<file path="src/rtl/alu_iter_pkg.sv">
// Shared opcode and FSM state definitions for the iterative ALU and the control unit.
package alu_iter_pkg;

    typedef enum logic [2:0] {
        ALU_AND   = 3'b000,
        ALU_OR    = 3'b001,
        ALU_ADD   = 3'b010,
        ALU_SUB   = 3'b011,
        ALU_SLT   = 3'b100,
        ALU_MULTU = 3'b101,
        ALU_DIVU  = 3'b110,
        ALU_RSVD  = 3'b111
    } op_e;

    typedef enum logic [1:0] {
        IDLE = 2'b00,
        MUL  = 2'b01,
        DIV  = 2'b10,
        DONE = 2'b11
    } state_e;

endpackage

</file>
<file path="src/rtl/alu_iter_core.sv">
// Combinational single-cycle datapath: logic ops, add/sub, signed SLT and signed overflow.
module alu_iter_core
    import alu_iter_pkg::*;
#(
    parameter int WIDTH = 32
) (
    input  logic [2:0]       op,
    input  logic [WIDTH-1:0] a,
    input  logic [WIDTH-1:0] b,
    output logic [WIDTH-1:0] res,
    output logic             ovf
);

    op_e              op_t;
    logic             sub;
    logic [WIDTH-1:0] bx;
    logic [WIDTH-1:0] sum;
    logic             ovf_raw;

    assign op_t = op_e'(op);
    assign sub  = (op_t == ALU_SUB) || (op_t == ALU_SLT);
    assign bx   = sub ? ~b : b;
    assign sum  = a + bx + {{(WIDTH-1){1'b0}}, sub};
    assign ovf_raw = (a[WIDTH-1] == bx[WIDTH-1]) && (sum[WIDTH-1] != a[WIDTH-1]);

    always_comb begin
        res = '0;
        ovf = 1'b0;
        case (op_t)
            ALU_AND: res = a & b;
            ALU_OR:  res = a | b;
            ALU_ADD: begin res = sum; ovf = ovf_raw; end
            ALU_SUB: begin res = sum; ovf = ovf_raw; end
            // signed less-than: the difference sign is wrong exactly when it overflowed
            ALU_SLT: res = {{(WIDTH-1){1'b0}}, sum[WIDTH-1] ^ ovf_raw};
            default: res = '0;
        endcase
    end

endmodule

</file>
<file path="src/rtl/alu_iter.sv">
// Multi-cycle ALU with valid/ready handshake; MULTU/DIVU iterate one bit per clock and share acc.
module alu_iter
    import alu_iter_pkg::*;
#(
    parameter int WIDTH = 32,
    parameter int CNT_W = 6
) (
    input  logic             clk,
    input  logic             rst_n,
    input  logic             in_valid,
    output logic             in_ready,
    input  logic [2:0]       op,
    input  logic [WIDTH-1:0] dataA,
    input  logic [WIDTH-1:0] dataB,
    output logic             out_valid,
    input  logic             out_ready,
    output logic [WIDTH-1:0] result,
    output logic [WIDTH-1:0] result_hi,
    output logic             zero,
    output logic             ovf,
    output logic             busy
);

    state_e           state, state_nx;
    op_e              op_t;
    logic [CNT_W-1:0] count;
    logic [WIDTH-1:0] acc, mcand, mplier;
    logic [WIDTH-1:0] core_res;
    logic             core_ovf;
    logic             accept, last;
    logic [WIDTH:0]   mul_sum, div_trial;
    logic [WIDTH-1:0] mul_hi, mul_lo, div_rem, div_q;

    assign op_t   = op_e'(op);
    assign accept = in_valid && in_ready;
    assign last   = (count == CNT_W'(WIDTH - 1));

    alu_iter_core #(.WIDTH(WIDTH)) u_core (
        .op  (op),
        .a   (dataA),
        .b   (dataB),
        .res (core_res),
        .ovf (core_ovf)
    );

    // MUL: acc holds the high half, mplier shifts out multiplier bits and in product bits.
    // DIV: acc holds the partial remainder, mplier shifts dividend bits out and quotient bits in.
    always_comb begin
        mul_sum   = {1'b0, acc} + (mplier[0] ? {1'b0, mcand} : '0);
        mul_hi    = mul_sum[WIDTH:1];
        mul_lo    = {mul_sum[0], mplier[WIDTH-1:1]};
        div_trial = {acc, mplier[WIDTH-1]} - {1'b0, mcand};
        if (div_trial[WIDTH]) begin
            div_rem = {acc[WIDTH-2:0], mplier[WIDTH-1]};
            div_q   = {mplier[WIDTH-2:0], 1'b0};
        end else begin
            div_rem = div_trial[WIDTH-1:0];
            div_q   = {mplier[WIDTH-2:0], 1'b1};
        end
    end

    always_ff @(posedge clk or negedge rst_n) begin
        if (!rst_n) state <= IDLE;
        else        state <= state_nx;
    end

    always_comb begin
        state_nx = state;
        case (state)
            IDLE: if (accept) begin
                if (op_t == ALU_MULTU)                       state_nx = MUL;
                else if (op_t == ALU_DIVU && dataB != '0)    state_nx = DIV;
                else                                         state_nx = DONE;
            end
            MUL:     if (last) state_nx = DONE;
            DIV:     if (last) state_nx = DONE;
            DONE:    if (out_ready) state_nx = IDLE;
            default: state_nx = IDLE;
        endcase
    end

    always_comb begin
        in_ready  = (state == IDLE);
        out_valid = (state == DONE);
        busy      = (state == MUL) || (state == DIV);
    end

    always_ff @(posedge clk or negedge rst_n) begin
        if (!rst_n) begin
            count     <= '0;
            acc       <= '0;
            mcand     <= '0;
            mplier    <= '0;
            result    <= '0;
            result_hi <= '0;
            zero      <= 1'b1;
            ovf       <= 1'b0;
        end else begin
            case (state)
                IDLE: if (accept) begin
                    count <= '0;
                    case (op_t)
                        ALU_MULTU: begin
                            acc    <= '0;
                            mcand  <= dataA;
                            mplier <= dataB;
                        end
                        ALU_DIVU: begin
                            if (dataB != '0) begin
                                acc    <= '0;
                                mcand  <= dataB;
                                mplier <= dataA;
                            end else begin
                                result    <= '1;
                                result_hi <= dataA;
                                zero      <= 1'b0;
                                ovf       <= 1'b0;
                            end
                        end
                        default: begin
                            result    <= core_res;
                            result_hi <= '0;
                            zero      <= (core_res == '0);
                            ovf       <= core_ovf;
                        end
                    endcase
                end
                MUL: begin
                    acc    <= mul_hi;
                    mplier <= mul_lo;
                    if (last) begin
                        result    <= mul_lo;
                        result_hi <= mul_hi;
                        zero      <= (mul_lo == '0);
                        ovf       <= 1'b0;
                    end else begin
                        count <= count + 1'b1;
                    end
                end
                DIV: begin
                    acc    <= div_rem;
                    mplier <= div_q;
                    if (last) begin
                        result    <= div_q;
                        result_hi <= div_rem;
                        zero      <= (div_q == '0);
                        ovf       <= 1'b0;
                    end else begin
                        count <= count + 1'b1;
                    end
                end
                default: ;
            endcase
        end
    end

endmodule

</file>
<file path="config.mk">
export PLATFORM = sky130hd
export DESIGN_NAME = alu_iter
export DESIGN_NICKNAME = d
export VERILOG_FILES = /design/src/rtl/alu_iter_pkg.sv /design/src/rtl/alu_iter_core.sv /design/src/rtl/alu_iter.sv
export SDC_FILE = /design/constraint.sdc
export NUM_CORES = 1
export LEC_CHECK = 0
export ABC_AREA = 1
export BUFFER_PORTS_ARGS = -buffer_cell sky130_fd_sc_hd__buf_2
export CAP_MARGIN = 25
export CORE_ASPECT_RATIO = 2
export CORE_MARGIN = 8
export CORE_UTILIZATION = 60
export DETAILED_ROUTE_END_ITERATION = 6
export GPL_TIMING_DRIVEN = 0
export PLACE_DENSITY = 0.88
export SYNTH_ARGS = -nofsm -noshare
export SYNTH_HDL_FRONTEND = slang
export SYNTH_HIERARCHICAL = 1
export SYNTH_SLANG_ARGS = --single-unit
</file>
<file path="constraint.sdc">
create_clock -name clk -period 7.6 [get_ports clk]
set_input_delay 0.76 -clock clk [delete_from_list [all_inputs] [get_ports clk]]
set_output_delay 0.76 -clock clk [all_outputs]
set_load 0.1 [all_outputs]
</file>
==> qor.yml, run 1 <==
run_status:
  status: "finished with violations"
  violations: "design-rule violations"
pwr:
  p_sw_share_pct: 62.50
  vdd_drop_max_mv: 0.3844
  powerDensity_nw_per_um2: 470.2
  p_leak_nw: 10.17
  clockPowerShare_pct: 9.4
  power_frac_comb_pct: 72.3
  pwr-share-seq_pct: 18.4
  p_switching_mw: 5.645
  intPower_mw: 3.387
sta:
  period_needed_ps: 5172
  hold_violations: 0
  relSlewSlack_pct: 31.09
  worstMarginPinSlew_ps: 1026
  finalSetupViolations: 0
  clock_skew_ps: 15.81
  max_freq_mhz: 193.3
  maxSlewViolCount: 0
  rsz0062_at_grt: "false"
  setup_tns_ps: 0
  fin_crit_sh_pct: 68.05
die:
  die_w_um: 136.6
  dieArea_um2: 35150
  die_height_um: 257.3
  coreArea_um2: 28740
  ios: 140
  start_util_pct: 60.77
  num_rows: 88
drt:
  routedWlPerCell_um: 24.12
  initialDrtViolationCount: 2520
  wirelength_mm: 81.09
  vias: 21268
  viasPerCell: 6.326
  dr.pass1.iters: 7
  drc: 4
  final_antenna_net_count: 0
placement:
  gp_congestion: 1.119
  port_buffers: 139
  dp.final_hpwl_mm: 64.98
grt:
  grt_overflow_total: 0
  grt_max_degree: 123
  first_global_vias: 21476
  grt_antenna_before_repair: 4
  grt_first_pass_wirelength_mm: 122.5
  grt.total_usage_pct: 46.76
logic_synthesis:
  synthTopCellsByArea: "dfrtp_1 24%, nand2_1 18%, inv_1 9.0%"
  synth_area_um2: 17460
  synth_flop_cell: "dfrtp_1"
  yosys_register_bits: 170
  synth_cell_type_count: 54
  yosys_warnings: 6
  synthArstFlopShare_pct: 100.0
  synth_edf_count: 0
  syn_area_per_cell_um2: 6.173
  syn_inst: 2829
  yosysTopAreaCell: "dfrtp_1"
  yosysSeqAreaShare_pct: 24.37
  synth_top_area_share_pct: 24.22
  synth_nets: 3009
clocking:
  cts_sinks: 170
  post-cts-setup-buffer-count: 0
  clock_path_buffers: 2
  cts-resized-gates: 0
  clk-insertion-delay-late_ps: 450
  cts_tree: "done"
  hold_buffers: 0
  clockRootBuffer: "clkbuf_16"
  cts_buffers: 17
  cts_max_level: 4
  path_clk_slew_ps: 70
worst_setup_path:
  reg2reg_from: "mplier[0]"
  worstPathMaxFanout: 10
  critPathKind: "in -> reg"
  cp-end-kind: "flop"
  cp.required_ps: 7980
  reg2reg_slack_ps: 3300
  worstPathArrival_ps: 5550
  r2r_cells: 18
  r2r_end: "result_hi[29]"
  start_kind: "primary input"
layout:
  syn_to_final_growth_pct: 9.988
  finalNetCount: 3168
  final_core_utilization_pct: 66.84
  drive_gt1_share_pct: 9.097
  n_fill_cell: 2819
hold_path:
  holdCritPathClass: "in -> async"
run:
  maxCapViolations: 0
==> synthesized netlist by cell type, types with 6 or more instances <==
library cell  number
a21boi_1          19
a21boi_2           6
a21o_1            10
a21oi_1          175
a221oi_1           9
buf_2             29
buf_6              8
clkbuf_1          56
dfrtp_1          169
ha_1             106
inv_1            419
maj3_1            13
nand2_1          821
nand2_2           17
nand3_1          203
nand3b_1          12
nand4_1           32
nor2_1           216
nor3_1            27
nor4_1            16
o211ai_1          46
o21a_1            25
o21ai_0          206
o21ai_1           35
o21bai_1           9
o22ai_1           31
or2_2             10
xnor2_1           16
xor2_1            30
==> area by class of cell <==
cell class                      instances  area, µm²  area share, %
Antenna cell                            1      2.502        0.01303
Buffer                                 96      464.2          2.417
Clock buffer                           18      429.2          2.234
Clock inverter                         14      128.9         0.6710
Inverter                              427       1603          8.345
Multi-Input combinational cell       2136      11140          58.00
Sequential cell                       170       4255          22.15
Tap cell                              360      450.4          2.345
Timing Repair Buffer                  140      733.2          3.817
==> critical path, stage by stage <==
cell	delay [ps]
buf_2	130
buf_6	140
nor2_4	90
nand2_2	80
nand2_1	120
buf_2	440
xor2_1	210
ha_1	300
a21oi_1	290
o21ai_0	150
a21oi_1	170
inv_1	180
nand2_1	100
nand2_1	210
nand3_1	180
nand3_1	80
nand3_1	90
nand2_1	150
nor4_1	590
nand4_1	450
nor3_1	380
nor2_1	90
a21boi_1	150
==> worst max path at each step <==
stage	from	end	cells after the start
6_report	op[0]	zero	23
5_1_grt	op[0]	zero	23
4_1_cts	op[0]	zero	25
3_5_place_dp	op[0]	zero	25
3_3_place_gp	op[0]	zero	23
2_1_floorplan	op[0]	zero	20
==> power groups by stage <==
stage                     Sequential, mW  Clock (mW)  Combinational [mW]
after detailed placement            1.64           0                6.22
after global routing                1.68       0.880                6.98
after CTS                           1.63       0.840                6.26
final                               1.66       0.847                6.53
after global placement              1.63           0                6.11
after floorplan                     2.63           0                3.44
==> registers in the layout, indices dropped and copies added (netlist names) <==
signal	cells
state	2
result	32
acc	32
zero	1
mplier	32
count	6
result_hi	32
mcand	32
ovf	1
==> per-stage QoR <==
step	power, mW	cell area, µm²	hold WS, ps	cells	setup slack (ps)
3_5_place_dp	7.864	18650	467.8	3329	2472
3_3_place_gp	7.741	18610	466.7	3328	2545
2_1_floorplan	6.072	17460	453.0	2829	4057
4_1_cts	8.727	19200	218.2	3361	2917
5_1_grt	9.534	19210	226.4	3362	2393
6_report	9.032	19210	197.0	3362	2428
==> layer usage <==
metal	wire length [µm]	track usage, %	vias up
li1	-	-	9577
met1	23880	41.52	9624
met2	39240	77.61	1432
met3	6609	12.80	629
met4	11290	53.79	6
met5	68	0	-
==> layout by cell type (no fill, tap or decap), types with 35 or more instances in the layout <==
cell / n
buf_2: 167
nand2_1: 821
inv_1: 419
clkbuf_1: 57
ha_1: 106
o21ai_1: 35
nor2_1: 216
o211ai_1: 46
dfrtp_1: 169
o21ai_0: 206
a21oi_1: 175
nand3_1: 203
==> cell families (layout without fill, tap and decap cells) <==
group / Yosys count / in the layout / synth area share [%]
other cells: 0 / 1 / 0
xor+xnor: 46 / 46 / 2.307
buf+inv: 523 / 695 / 11.84
simple gates: 1371 / 1371 / 32.99
compound gates: 597 / 597 / 19.82
fa+ha+maj: 122 / 122 / 8.684
flops: 170 / 170 / 24.37
Note: power is estimated with default switching activity, not from simulation.
==> inputs of run 2 (changes only) <==
==> constraint.sdc (replaced) <==
create_clock -name clk -period 4.85 [get_ports clk]
set_input_delay 0.485 -clock clk [delete_from_list [all_inputs] [get_ports clk]]
set_output_delay 0.485 -clock clk [all_outputs]
set_load 0.1 [all_outputs]
==> run 2 against run 1 <==
The flow now finishes without violations; largest power group unchanged; non-clock buffer count up 1; global-route usage about the same; largest cell class unchanged; sequential share of layout area about the same; critical path type unchanged.
==> qor.yml, run 2 (synthesized netlist as in run 1, its figures left out) <==
clocking:
  cts_buffers: 17
  cts_max_level: 4
  cts_sinks: 170
  clock_path_buffers: 2
  path_clk_slew_ps: 70
  clk-insertion-delay-late_ps: 460
  clockRootBuffer: "clkbuf_16"
  cts_tree: "done"
drt:
  dr.pass1.iters: 6
  wirelength_mm: 81.32
  drc: 0
  routedWlPerCell_um: 24.19
  vias: 21100
  final_antenna_net_count: 0
  viasPerCell: 6.276
  initialDrtViolationCount: 2512
pwr:
  vdd_drop_max_mv: 0.5971
  pwr-share-seq_pct: 18.3
  p_sw_share_pct: 62.60
  clockPowerShare_pct: 9.4
  intPower_mw: 5.308
  p_switching_mw: 8.885
  p_leak_nw: 10.18
  power.total_mw: 14.19
  powerDensity_nw_per_um2: 738.3
  power_frac_comb_pct: 72.3
layout:
  finalNetCount: 3169
  layout_common_cells: "821 x nand2_1, 419 x inv_1, 216 x nor2_1"
  fin_cells: 3362
  multi_input_area_um2: 11150
  drive_gt1_share_pct: 9.127
  num_antenna_cells: 0
  syn_to_final_growth_pct: 10.08
  regArea_um2: 4255
  mostFrequentLayoutCell: "nand2_1"
  n_fill_cell: 2813
die:
  dieArea_um2: 35150
  die_w_um: 136.6
  num_rows: 88
  die_height_um: 257.3
  start_util_pct: 60.77
  coreArea_um2: 28740
  ios: 140
worst_setup_path:
  cp.required_ps: 5230
  critPathKind: "in -> reg"
  cp-end-kind: "flop"
  worstPathArrival_ps: 5030
  worstPathMaxFanout: 10
  start_kind: "primary input"
  r2r_cells: 18
sta:
  fin_crit_sh_pct: 95.82
  worstMarginPinSlew_ps: 1053
  max_freq_mhz: 215.2
  hold_violations: 0
  finalSetupViolations: 0
  maxSlewViolCount: 0
  fin_ws_ps: 202.7
  relSlewSlack_pct: 29.25
  period_needed_ps: 4647
  rsz0062_at_grt: "false"
  clock_skew_ps: 15.21
grt:
  grt.total_usage_pct: 46.73
  first_global_vias: 21451
  grt_antenna_before_repair: 1
  grt_max_degree: 123
  grt_overflow_total: 0
  grt_first_pass_wirelength_mm: 122.6
placement:
  dp.cells: 3329
  place_ws_ps: -2.716
  dp.final_hpwl_mm: 64.98
  gp_congestion: 1.119
  port_buffers: 139
hold_path:
  hold_depth: 3
  holdCritPathClass: "in -> reg"
run_status:
  status: "complete, no violations"
run:
  maxCapViolations: 0
-- run 2: cell count changes in the layout (fill, tap and decap cells not counted) --
cell / before / now
buf_2: 167 / 166
clkbuf_4: 0 / 1
diode_2: 1 / 0
dlygate4sd3_1: 0 / 1
nor4_1: 16 / 15
nor4_2: 0 / 1
-- run 2: path summary, 6_finish.rpt --
| check | from | endpoint | slack [ps] |
|---|---|---|---|
| worst min register to register | result[26] | result[26] | 490 |
| worst max-delay path | op[0] | zero | 200 |
| min in group asynchronous | rst_n | result[5] | 520 |
| max in group asynchronous | rst_n | state[1] | 3320 |
| worst max register to register | mplier[0] | result_hi[29] | 620 |
| worst min-delay path | dataA[19] | mcand[19] | 420 |
-- run 2: power by group through the flow --
stage	Combinational (mW)	Clock [mW]	Sequential (mW)
3_5_place_dp	9.75	0	2.57
3_3_place_gp	9.58	0	2.55
2_1_floorplan	5.39	0	4.12
6_report	10.3	1.34	2.59
4_1_cts	9.81	1.32	2.55
5_1_grt	10.9	1.37	2.63
-- run 2: repair_timing --
action | 4_1_cts | 5_1_grt
setup endpoints to repair | 0 | 1
hold buffers | 1 | 0
resized for setup | 0 | 2
buffers inserted | 0 | 0
hold endpoints to repair | 48 | 0
-- run 2: cell type report --
class,count,share of cell area [%]
clock inverter,14,0.6704
buffer,96,2.428
multi-input combinational,2136,57.99
inverter,427,8.338
clock buffer,18,2.232
sequential,170,22.14
tap,360,2.343
timing repair buffer,141,3.866
-- run 2: per-layer routing --
layer / GRT usage (%) / wire, µm
met2: 77.88 / 39410
met1: 42.02 / 24140
met3: 11.85 / 6491
met5: 0.1499 / 13
met4: 53.15 / 11270
-- run 2: stage by stage --
| stage | cell area, µm² | hold WS [ps] | utilization, % | TNS [ps] |
|---|---|---|---|---|
| 4_1_cts | 19210 | 409.3 | 66.86 | 0 |
| 2_1_floorplan | 17460 | 189.4 | - | 0 |
| 3_5_place_dp | 18650 | 411.8 | 64.89 | -2.716 |
| 5_1_grt | 19220 | 450.0 | 66.89 | 0 |
| 6_report | 19220 | 419.9 | 66.89 | 0 |
| 3_3_place_gp | 18610 | 466.7 | 64.76 | 0 |
-- run 2: worst max-delay path, stage by stage --
cell	delay [ps]
buf_2	130
buf_6	140
nor2_4	90
nand2_2	80
nand2_1	120
buf_2	380
xor2_1	170
ha_1	370
nand2_1	140
o21ai_0	210
a21oi_1	70
inv_1	250
nand2_1	90
nand2_1	260
nand3_1	170
nand2_1	90
nand2_1	50
nand3_1	70
nand2_1	200
nor4_2	450
nand4_1	390
nor3_1	360
nor2_1	90
a21boi_1	150
